### src/rtl/exp_pkg.sv
// Shared definitions for the exp core and its downstream result buffer.
// Fixed-point formats: input Q1.14 (16 bits), output Q7.25 (32 bits).
package exp_pkg;

  localparam int WIDTHIN   = 16;
  localparam int WIDTHOUT  = 32;
  localparam int QIN_FRAC  = 14;
  localparam int QOUT_FRAC = 25;

  typedef logic [WIDTHOUT-1:0] q7_25_t;

endpackage : exp_pkg

### src/rtl/exp_fifo_ram.sv
// DEPTH x WIDTH register array: synchronous write, combinational read.
// Contents are never reset; validity is tracked by the owning FIFO.
module exp_fifo_ram #(
  parameter int WIDTH = 32,
  parameter int DEPTH = 4,
  parameter int AW    = $clog2(DEPTH)
) (
  input  logic             clk,
  input  logic             i_we,
  input  logic [AW-1:0]    i_waddr,
  input  logic [WIDTH-1:0] i_wdata,
  input  logic [AW-1:0]    i_raddr,
  output logic [WIDTH-1:0] o_rdata
);

  logic [WIDTH-1:0] r_mem [DEPTH];

  always_ff @(posedge clk) begin
    if (i_we) begin
      r_mem[i_waddr] <= i_wdata;
    end
  end

  assign o_rdata = r_mem[i_raddr];

endmodule : exp_fifo_ram

### src/rtl/exp_result_fifo.sv
// Result buffer between the exp core and its consumer: a small FIFO with
// valid/ready on both sides, occupancy output and a delivered-results counter.
module exp_result_fifo
  import exp_pkg::*;
#(
  parameter int WIDTH = WIDTHOUT,
  parameter int DEPTH = 4,
  parameter int CNTW  = 16
) (
  input  logic                     clk,
  input  logic                     reset,
  input  logic                     i_valid,
  input  logic [WIDTH-1:0]         i_data,
  output logic                     o_ready,
  output logic                     o_valid,
  output logic [WIDTH-1:0]         o_data,
  input  logic                     i_ready,
  output logic [$clog2(DEPTH):0]   o_level,
  output logic [CNTW-1:0]          o_popped
);

  localparam int AW = $clog2(DEPTH);
  localparam int LW = AW + 1;

  localparam logic [LW-1:0]   L_FULL = LW'(DEPTH);
  localparam logic [LW-1:0]   L_ONE  = LW'(1);
  localparam logic [AW-1:0]   P_ONE  = AW'(1);
  localparam logic [CNTW-1:0] C_ONE  = CNTW'(1);

  generate
    if ((DEPTH < 2) || ((DEPTH & (DEPTH - 1)) != 0)) begin : g_bad_depth
      $error("exp_result_fifo: DEPTH must be a power of two and >= 2");
    end
  endgenerate

  logic [AW-1:0]   r_wr_ptr;
  logic [AW-1:0]   r_rd_ptr;
  logic [LW-1:0]   r_level;
  logic [CNTW-1:0] r_popped;

  logic            w_push;
  logic            w_pop;
  logic [LW-1:0]   w_level_nxt;

  // Flow control depends only on the level register, never on i_ready,
  // so a full buffer refuses a push even when a pop happens that cycle.
  assign o_ready = (r_level != L_FULL);
  assign o_valid = (r_level != '0);
  assign w_push  = i_valid && o_ready;
  assign w_pop   = o_valid && i_ready;

  always_comb begin
    w_level_nxt = r_level;
    case ({w_push, w_pop})
      2'b10:   w_level_nxt = r_level + L_ONE;
      2'b01:   w_level_nxt = r_level - L_ONE;
      default: w_level_nxt = r_level;
    endcase
  end

  always_ff @(posedge clk or negedge reset) begin
    if (!reset) begin
      r_wr_ptr <= '0;
      r_rd_ptr <= '0;
      r_level  <= '0;
      r_popped <= '0;
    end else begin
      r_level <= w_level_nxt;
      if (w_push) begin
        r_wr_ptr <= r_wr_ptr + P_ONE;
      end
      if (w_pop) begin
        r_rd_ptr <= r_rd_ptr + P_ONE;
        r_popped <= r_popped + C_ONE;
      end
    end
  end

  exp_fifo_ram #(
    .WIDTH (WIDTH),
    .DEPTH (DEPTH),
    .AW    (AW)
  ) u_ram (
    .clk     (clk),
    .i_we    (w_push),
    .i_waddr (r_wr_ptr),
    .i_wdata (i_data),
    .i_raddr (r_rd_ptr),
    .o_rdata (o_data)
  );

  assign o_level  = r_level;
  assign o_popped = r_popped;

endmodule : exp_result_fifo

### config.mk
export PLATFORM = sky130hd
export DESIGN_NAME = exp_result_fifo
export DESIGN_NICKNAME = d
export VERILOG_FILES = /design/src/rtl/exp_pkg.sv /design/src/rtl/exp_fifo_ram.sv /design/src/rtl/exp_result_fifo.sv
export SDC_FILE = /design/constraint.sdc
export NUM_CORES = 1
export LEC_CHECK = 0
export CAP_MARGIN = 30
export CORE_MARGIN = 5
export CORE_UTILIZATION = 40
export CTS_CLUSTER_DIAMETER = 150
export DETAILED_ROUTE_END_ITERATION = 12
export PLACE_DENSITY = 0.61
export SYNTH_ARGS = -nofsm -noshare
export SYNTH_HDL_FRONTEND = slang
export SYNTH_SLANG_ARGS = --single-unit
### constraint.sdc
create_clock -name clk -period 1.75 [get_ports clk]
set_clock_uncertainty 0.05 [all_clocks]
set_input_delay 0.35 -clock clk [delete_from_list [all_inputs] [get_ports clk]]
set_output_delay 0.35 -clock clk [all_outputs]
set_load 0.05 [all_outputs]
==> flow_summary.toml, run 1 <==
[cts]
numCtsBuffers = 17
cts_sinks = 151
root_buffer = "clkbuf_16"
clkTransAtPathRegs_ns = 0.06
cts_buffer_depth = 2
h-tree-depth = 4
clk_latency_ns = 0.41
tritoncts = "done"

[floorplanning]
die_area_sq_um = 17000
rows = 44
die_y_microns = 130
fp.dieW_microns = 130
io_pins = 89
core-area_sq_um = 14400
start_util = 0.403

[critical_path]
timing.rr.start = "o_level[1]$_DFFE_PN0P_"
path_max_fanout = 11
crit_path_end = "o_data[29]"
worstSetupPathType = "register to output port"
r2r_cells = 10
regToRegSetupSlack_ns = -0.07
regToRegEndpoint = "o_level[2]$_DFFE_PN0P_"
startpoint = "r_rd_ptr[0]$_DFFE_PN0P_"
cp_data_arrival_time_ns = 1.78
required_ns = 1.35
crit_path_end_kind = "output port"
crit_path_start_kind = "register"

[placement]
place_congestion = 0.751
place_area_sq_um = 7270
dp_cells = 561
pre_cts_ws_ns = -0.347
dpl.hpwl_microns = 6910
io_buffer_count = 88

[synthesis]
syn-num-nets = 312
syn_inst = 269
synth_warnings = 0
synth-edff-count = 128
yosysMostFrequentCell = "edfxtp_1"
synth_cell_types = 29
synth_top_flop_cell = "edfxtp_1"
async_flop_share = 0.152
yosysTopAreaCell = "edfxtp_1"
synth.top_cells.by_area = "edfxtp_1, mux4_2, dfrtp_1"
ys_ff_latch = 151
ys_seq_area_frac = 0.764
synth_top_area_frac = 0.664
synth_area_sq_um = 5790
synth_common_cells = "edfxtp_1, mux4_2, dfrtp_1, xnor2_1, xor2_1"
syn_area_per_cell_sq_um = 21.5

[pwr]
power.leakage_uw = 0.00294
peakVddDrop_v = 0.000992
pwr_density_cell_nw_per_um2 = 1970

[grt]
grt_max_degree = 33
globalRouteOverflowTotal = 0
grt_usage = 0.140
grt_pass1_wl_microns = 17400
grt_antenna_before_repair = 0
first_global_vias = 3239

[run]
max_cap_viol_count = 0

[finish]
stdcell_area_sq_um = 8030
layout-drive-gt1-share = 0.420
final_util = 0.559
fin_cells = 601
antenna_cells = 0
n_fill_cell = 1108
nets = 448
area.growth.synth_to_final_pct = 38.8

[detailed_routing]
vias_per_cell = 4.93
first_pass_iters = 4
drcViolationCount = 0
wl_per_cell_microns = 18.2
wl_microns = 11000
via_count = 2963
ant_nets = 0
first_iter_violations = 162

[timing]
fin_ws_ns = -0.432
tightest_slew_ns = 0.355
setup_viol = 34
period_needed_ns = 2.18
worst_slew_margin_rel = 0.763
drv_slew = 0
rsz0062_at_grt = "yes"
hold_violations = 0
hold_slack_ns = 0.238
max_freq_mhz = 458
final.period_utilization = 1.25

[min_path]
hold_path_class = "input port to async pin"

[status]
outcome = "finished with violations"
failed_checks = "negative setup slack"
-- routing by layer --
layer  wire, microns  part of all wire  global-route usage
met1            4740              0.43               0.181
met2            5290              0.48               0.219
met3             809             0.074              0.0553
met4             113             0.010              0.0477
met5               0                 0                   0
-- metrics by stage --
stage	setup TNS [ns]	total power (uW)
finish	-13.08	15800
global route	-15.43	16500
CTS	-14.23	16000
detailed placement	-4.39	12000
global placement	-3.20	11900
floorplan	-14.16	9330
-- worst min path at each step --
stage               cells after the start  slack (ns)                      from                       end
global placement                        1        0.41  o_popped[15]$_DFFE_PN0P_  o_popped[15]$_DFFE_PN0P_
global route                            2        0.25                     reset   o_popped[7]$_DFFE_PN0P_
floorplan                               0       0.004                     reset    o_level[0]$_DFFE_PN0P_
CTS                                     2        0.23                     reset  o_popped[15]$_DFFE_PN0P_
finish                                  2        0.24                     reset  o_popped[11]$_DFFE_PN0P_
detailed placement                      1        0.41  o_popped[15]$_DFFE_PN0P_  o_popped[15]$_DFFE_PN0P_
-- registers in the layout, summed over array words and instances (netlist names) --
name,cells
r_wr_ptr,2
o_popped,16
o_level,3
r_rd_ptr,2
u_ram.r_mem,128
-- timing repair --
item / in CTS / in global routing
gates cloned: 1 / 0
hold buffers: 0 / 0
endpoints found under the setup margin: 35 / 36
setup buffers: 6 / 2
gates resized for setup: 31 / 1
pin swaps: 5 / 1
-- final cells by class --
class,count,area (sq um),share of cell area
well taps,184,230,0.0287
flip-flops and latches,151,4430,0.551
inverters,8,35.0,0.00436
clock buffers,20,437,0.0544
multi-input cells,102,1300,0.162
repair buffers,125,1490,0.185
clock inverters,11,109,0.0136
-- cells in the final DEF, fill, tap and decap left out, types with 2 or more instances in the layout --
| cell type | count |
|---|---|
| xor2_1 | 9 |
| clkinv_2 | 5 |
| bufinv_16 | 2 |
| nand4_1 | 5 |
| clkbuf_1 | 3 |
| buf_12 | 27 |
| nand2_1 | 8 |
| clkdlybuf4s50_1 | 35 |
| xnor2_1 | 12 |
| and3_2 | 4 |
| clkinv_1 | 2 |
| buf_4 | 35 |
| dfrtp_2 | 6 |
| buf_6 | 26 |
| inv_4 | 2 |
| edfxtp_1 | 128 |
| nor2_1 | 6 |
| dfrtp_1 | 17 |
| mux4_2 | 32 |
| ha_1 | 5 |
| nand3_1 | 6 |
| clkbuf_16 | 17 |
| inv_2 | 4 |
| inv_1 | 2 |
| nor3_2 | 2 |
-- where the power goes --
group | internal, uW | switching, uW | total, uW
Combinational | 3260 | 4090 | 7350
Clock | 2070 | 1320 | 3390
Sequential | 4740 | 305 | 5050
Total | 10100 | 5710 | 15800
-- worst max-delay path, cell delays in order (launching register included) --
cell	delay, ns
dfrtp_2	0.37
buf_12	0.13
buf_12	0.15
mux4_2	0.54
buf_12	0.17
-- logic make-up after synthesis --
family,after synthesis,share of synthesized area
xor+xnor,21,0.0318
buf+inv,16,0.0156
flops,151,0.764
fa+ha+maj,7,0.0164
mux,34,0.128
simple gates,40,0.0441
No activity file was read; power rests on OpenSTA's default activity.
==> inputs of run 2 (changes only) <==
--- a/config.mk
+++ b/config.mk
@@ -10,7 +10,7 @@
 export CORE_UTILIZATION = 40
 export CTS_CLUSTER_DIAMETER = 150
 export DETAILED_ROUTE_END_ITERATION = 12
-export PLACE_DENSITY = 0.61
+export PLACE_DENSITY = 0.58
 export SYNTH_ARGS = -nofsm -noshare
 export SYNTH_HDL_FRONTEND = slang
 export SYNTH_SLANG_ARGS = --single-unit
==> constraint.sdc (replaced) <==
create_clock -name clk -period 2.1 [get_ports clk]
set_clock_uncertainty 0.05 [all_clocks]
set_input_delay 0.42 -clock clk [delete_from_list [all_inputs] [get_ports clk]]
set_output_delay 0.42 -clock clk [all_outputs]
set_load 0.05 [all_outputs]
==> run 2 against run 1 <==
Against the previous run: the run still ends with negative setup slack left; via count down 3.4%; setup slack better by 0.30 ns; routed wire length down 2.0%; first-iteration DRC count decreased by 16%; die area is the same; global-route usage is 0.23 points lower; critical path type unchanged; critical endpoint is now o_data[1]; largest power group unchanged; highest routed layer unchanged.
==> flow_summary.toml, run 2 (synthesis gave the netlist of run 1 again) <==
[floorplanning]
core-area_sq_um = 14400
die_y_microns = 130
io_pins = 89
start_util = 0.403
die_area_sq_um = 17000
rows = 44
fp.dieW_microns = 130

[timing]
worst_slew_margin_rel = 0.665
final.period_utilization = 1.06
tns_ns = -2.98
fin_ws_ns = -0.127
tightest_slew_ns = 0.501
hold_violations = 0
max_freq_mhz = 449
drv_slew = 0
rsz0062_at_grt = "yes"
setup_viol = 32
period_needed_ns = 2.23
hold_slack_ns = 0.312

[placement]
place_congestion = 0.773
io_buffer_count = 88
dpl.hpwl_microns = 7160
place_area_sq_um = 7050

[cts]
clk_latency_ns = 0.41
clkTransAtPathRegs_ns = 0.06
cts_buffer_depth = 2
numCtsBuffers = 17
root_buffer = "clkbuf_16"
tritoncts = "done"
cts_sinks = 151
h-tree-depth = 4

[critical_path]
worstSetupPathType = "register to output port"
cp_data_arrival_time_ns = 1.76
slowest_stage = "mux4_2"
crit_path_start_kind = "register"
crit_path_cell_trace = "buf_12 > mux4_2 > buf_6"
crit_path_end_kind = "output port"
required_ns = 1.63
slowest_delay_ns = 0.56
path_max_fanout = 14

[run]
max_cap_viol_count = 0

[detailed_routing]
via_count = 2862
first_pass_iters = 4
wl_per_cell_microns = 18.4
ant_nets = 0
vias_per_cell = 4.90
drcViolationCount = 0
first_iter_violations = 136
wl_microns = 10700

[status]
failed_checks = "negative setup slack"
outcome = "finished with violations"

[grt]
grt_max_degree = 24
globalRouteOverflowTotal = 0
grt_pass1_wl_microns = 16900
grt_antenna_before_repair = 0
first_global_vias = 3070
grt_usage = 0.138

[finish]
final_common_cell = "edfxtp_1"
final_cell_mix = "edfxtp_1, clkdlybuf4s50_1, mux4_2"
stdcell_area_sq_um = 7770
largest_register_ffs = 128
antenna_cells = 0
layout-drive-gt1-share = 0.365
final_util = 0.540
area.growth.synth_to_final_pct = 34.2
nets = 430
regMostFlops = "u_ram.r_mem"

[pwr]
pwr_density_cell_nw_per_um2 = 1650
peakVddDrop_v = 0.000913
p_total_uw = 12800
power.leakage_uw = 0.00282

[min_path]
hold_path_class = "input port to async pin"
-- run 2: stage by stage --
stage / setup WS (ns) / cells
after floorplan: -0.0595 / 269
after global placement: -0.0209 / 552
after detailed placement: -0.0477 / 552
after CTS: -0.169 / 584
after global routing: -0.212 / 584
final: -0.127 / 584
-- run 2: cell type report --
class | instances | area [sq um]
Clock buffer | 22 | 444
Tap cell | 184 | 230
Inverter | 8 | 35.0
Multi-Input combinational cell | 102 | 1300
Clock inverter | 10 | 176
Timing Repair Buffer | 107 | 1150
Sequential cell | 151 | 4430
Fill cell | 1166 | 6600
-- run 2: routing by layer --
layer / global-route usage / wire (microns) / vias to the layer above
met5: 0 / 0 / -
met4: 0.0532 / 172 / 0
met3: 0.0483 / 602 / 14
met2: 0.213 / 5250 / 77
met1: 0.181 / 4710 / 1462
li1: - / - / 1309
-- run 2: worst max-delay path: cells and delay by family (launching register included) --
family                 cells  cell delay [ns]
flip-flops                 1             0.41
multiplexers               1             0.56
buffers and inverters      2             0.37
-- run 2: final timing paths --
kind	from	endpoint	slack, ns	cells past startpoint
setup / recovery	r_rd_ptr[0]$_DFFE_PN0P_	o_data[1]	-0.13	3
hold / removal	reset	o_level[0]$_DFFE_PN0P_	0.31	2
min in group clk	o_popped[15]$_DFFE_PN0P_	o_popped[15]$_DFFE_PN0P_	0.42	1
max in group asynchronous	reset	r_rd_ptr[0]$_DFFE_PN0P_	1.43	2
setup reg to reg	o_level[0]$_DFFE_PN0P_	o_level[2]$_DFFE_PN0P_	0.17	10
hold reg to reg	o_popped[15]$_DFFE_PN0P_	o_popped[15]$_DFFE_PN0P_	0.42	1
-- run 2: what timing repair did --
| action | 4_1_cts | 5_1_grt |
|---|---|---|
| buffers inserted | 0 | 0 |
| gates resized for setup | 38 | 0 |
| endpoints found under the setup margin | 41 | 32 |
| hold buffers | 0 | 0 |
-- run 2: report_power, final --
part           total [uW]  switching (uW)  internal, uW
clock                3170            1070          2100
combinational        5400            3260          2150
sequential           4240             295          3950
==> inputs of run 3 (changes only) <==
--- a/config.mk
+++ b/config.mk
@@ -7,10 +7,12 @@
 export LEC_CHECK = 0
 export CAP_MARGIN = 30
 export CORE_MARGIN = 5
-export CORE_UTILIZATION = 40
+export CORE_UTILIZATION = 56
+export CTS_BUF_LIST = sky130_fd_sc_hd__clkbuf_4
 export CTS_CLUSTER_DIAMETER = 150
+export CTS_CLUSTER_SIZE = 16
 export DETAILED_ROUTE_END_ITERATION = 12
-export PLACE_DENSITY = 0.58
+export PLACE_DENSITY = 0.78
 export SYNTH_ARGS = -nofsm -noshare
 export SYNTH_HDL_FRONTEND = slang
 export SYNTH_SLANG_ARGS = --single-unit
==> run 3 against run 2 <==
Against the previous run: the run still ends with negative setup slack left; via count grew 2.7%; non-clock buffer count grew 4; routed wire length shrank 1.4%; global-route usage grew 3.8 points.
==> flow_summary.toml, run 3 (synthesis gave the netlist of run 1 again) <==
[detailed_routing]
first_iter_violations = 158
drcViolationCount = 0
ant_nets = 0
via_count = 2939
wl_microns = 10600
vias_per_cell = 5.44
first_pass_iters = 4
wl_per_cell_microns = 19.6

[timing]
rsz0062_at_grt = "yes"
tns_ns = -7.36
worst_slew_margin_rel = 0.665
hold_violations = 0
setup_viol = 32
final.period_utilization = 1.12
drv_slew = 0
tightest_slew_ns = 0.504
max_freq_mhz = 425
fin_ws_ns = -0.256
period_needed_ns = 2.36

[floorplanning]
rows = 37
fp.dieW_microns = 112
start_util = 0.568
core-area_sq_um = 10200
die_area_sq_um = 12500
io_pins = 89
die_y_microns = 112

[grt]
grt_antenna_before_repair = 0
grt_pass1_wl_microns = 16700
grt_usage = 0.176
globalRouteOverflowTotal = 0
grt_max_degree = 33
first_global_vias = 3194

[finish]
largest_register_ffs = 128
area.growth.synth_to_final_pct = 31.5
final_cell_mix = "edfxtp_1, clkdlybuf4s50_1, mux4_2"
regMostFlops = "u_ram.r_mem"
layout-drive-gt1-share = 0.366
final_util = 0.747
nets = 434
antenna_cells = 0
stdcell_area_sq_um = 7610
final_common_cell = "edfxtp_1"

[cts]
cts_buffer_depth = 2
clkTransAtPathRegs_ns = 0.12
clk_latency_ns = 0.50
numCtsBuffers = 17
tritoncts = "done"
root_buffer = "clkbuf_4"
cts_sinks = 151
h-tree-depth = 4

[critical_path]
crit_path_start_kind = "register"
path_max_fanout = 6
worstSetupPathType = "register to output port"
required_ns = 1.63
cp_data_arrival_time_ns = 1.89
crit_path_end_kind = "output port"

[placement]
place_congestion = 0.859
io_buffer_count = 88
pre_cts_ws_ns = -0.0745
dpl.hpwl_microns = 6460
place_area_sq_um = 7150

[min_path]
hold_path_class = "input port to async pin"

[pwr]
peakVddDrop_v = 0.00108
power.leakage_uw = 0.00278
p_total_uw = 12100
pwr_density_cell_nw_per_um2 = 1590

[status]
failed_checks = "negative setup slack"
outcome = "finished with violations"

[run]
max_cap_viol_count = 0
## run 3: cell types whose count changed in the layout (fill, tap and decap cells not counted), sizes merged
cell | previous run | this run
buf | 62 | 58
dlygate4sd2 | 9 | 16
clkinvlp | 1 | 5
bufinv | 5 | 3
clkdlybuf4s50 | 36 | 35
## run 3: per-stage QoR
| step | std cells | hold slack, ns |
|---|---|---|
| floorplan | 269 | 0.0744 |
| global placement | 500 | 0.413 |
| detailed placement | 500 | 0.421 |
| CTS | 537 | 0.154 |
| global route | 540 | 0.184 |
| finish | 540 | 0.209 |
## run 3: power by group
group / internal (uW) / switching [uW] / total [uW]
registers: 3940 / 278 / 4220
clock network: 862 / 945 / 1810
logic: 2690 / 3380 / 6070
total: 7490 / 4600 / 12100
## run 3: layout make-up
class | count | area [sq um]
Sequential cell | 151 | 4420
Fill cell | 601 | 2580
Timing Repair Buffer | 111 | 1370
Multi-Input combinational cell | 102 | 1300
Tap cell | 136 | 170
Clock inverter | 12 | 154
Clock buffer | 20 | 150
Inverter | 8 | 35.0
## run 3: worst paths after layout
| check | to | cells after the start | slack [ns] | startpoint |
|---|---|---|---|---|
| setup / recovery | o_data[24] | 4 | -0.26 | r_rd_ptr[0]$_DFFE_PN0P_ |
| hold / removal | r_wr_ptr[0]$_DFFE_PN0P_ | 2 | 0.21 | reset |
| setup reg to reg | o_level[2]$_DFFE_PN0P_ | 10 | 0.16 | o_level[0]$_DFFE_PN0P_ |
| hold reg to reg | o_popped[15]$_DFFE_PN0P_ | 1 | 0.44 | o_popped[15]$_DFFE_PN0P_ |
| max in group asynchronous | r_rd_ptr[0]$_DFFE_PN0P_ | 2 | 1.53 | reset |
| min in group clk | o_popped[15]$_DFFE_PN0P_ | 1 | 0.44 | o_popped[15]$_DFFE_PN0P_ |
## run 3: critical path: stages, from the launching register on
cell and delay (ns):
dfrtp_2 0.39, buf_12 0.14, clkbuf_16 0.16, mux4_2 0.53, buf_12 0.17
## run 3: metal layers
metal	part of all wire	global-route usage	vias to the layer above	routed length, microns
li1	-	-	1320	-
met1	0.41	0.226	1523	4390
met2	0.51	0.291	90	5450
met3	0.066	0.0582	6	704
met4	0.0043	0.0495	0	46
met5	0	0	-	0
## run 3: timing repair
| item | CTS | global route |
|---|---|---|
| gates cloned | 1 | 3 |
| pin swaps | 1 | 0 |
| setup endpoints to repair | 49 | 32 |
| setup buffers | 4 | 2 |
| hold buffers | 0 | 0 |
| resized for setup | 31 | 6 |
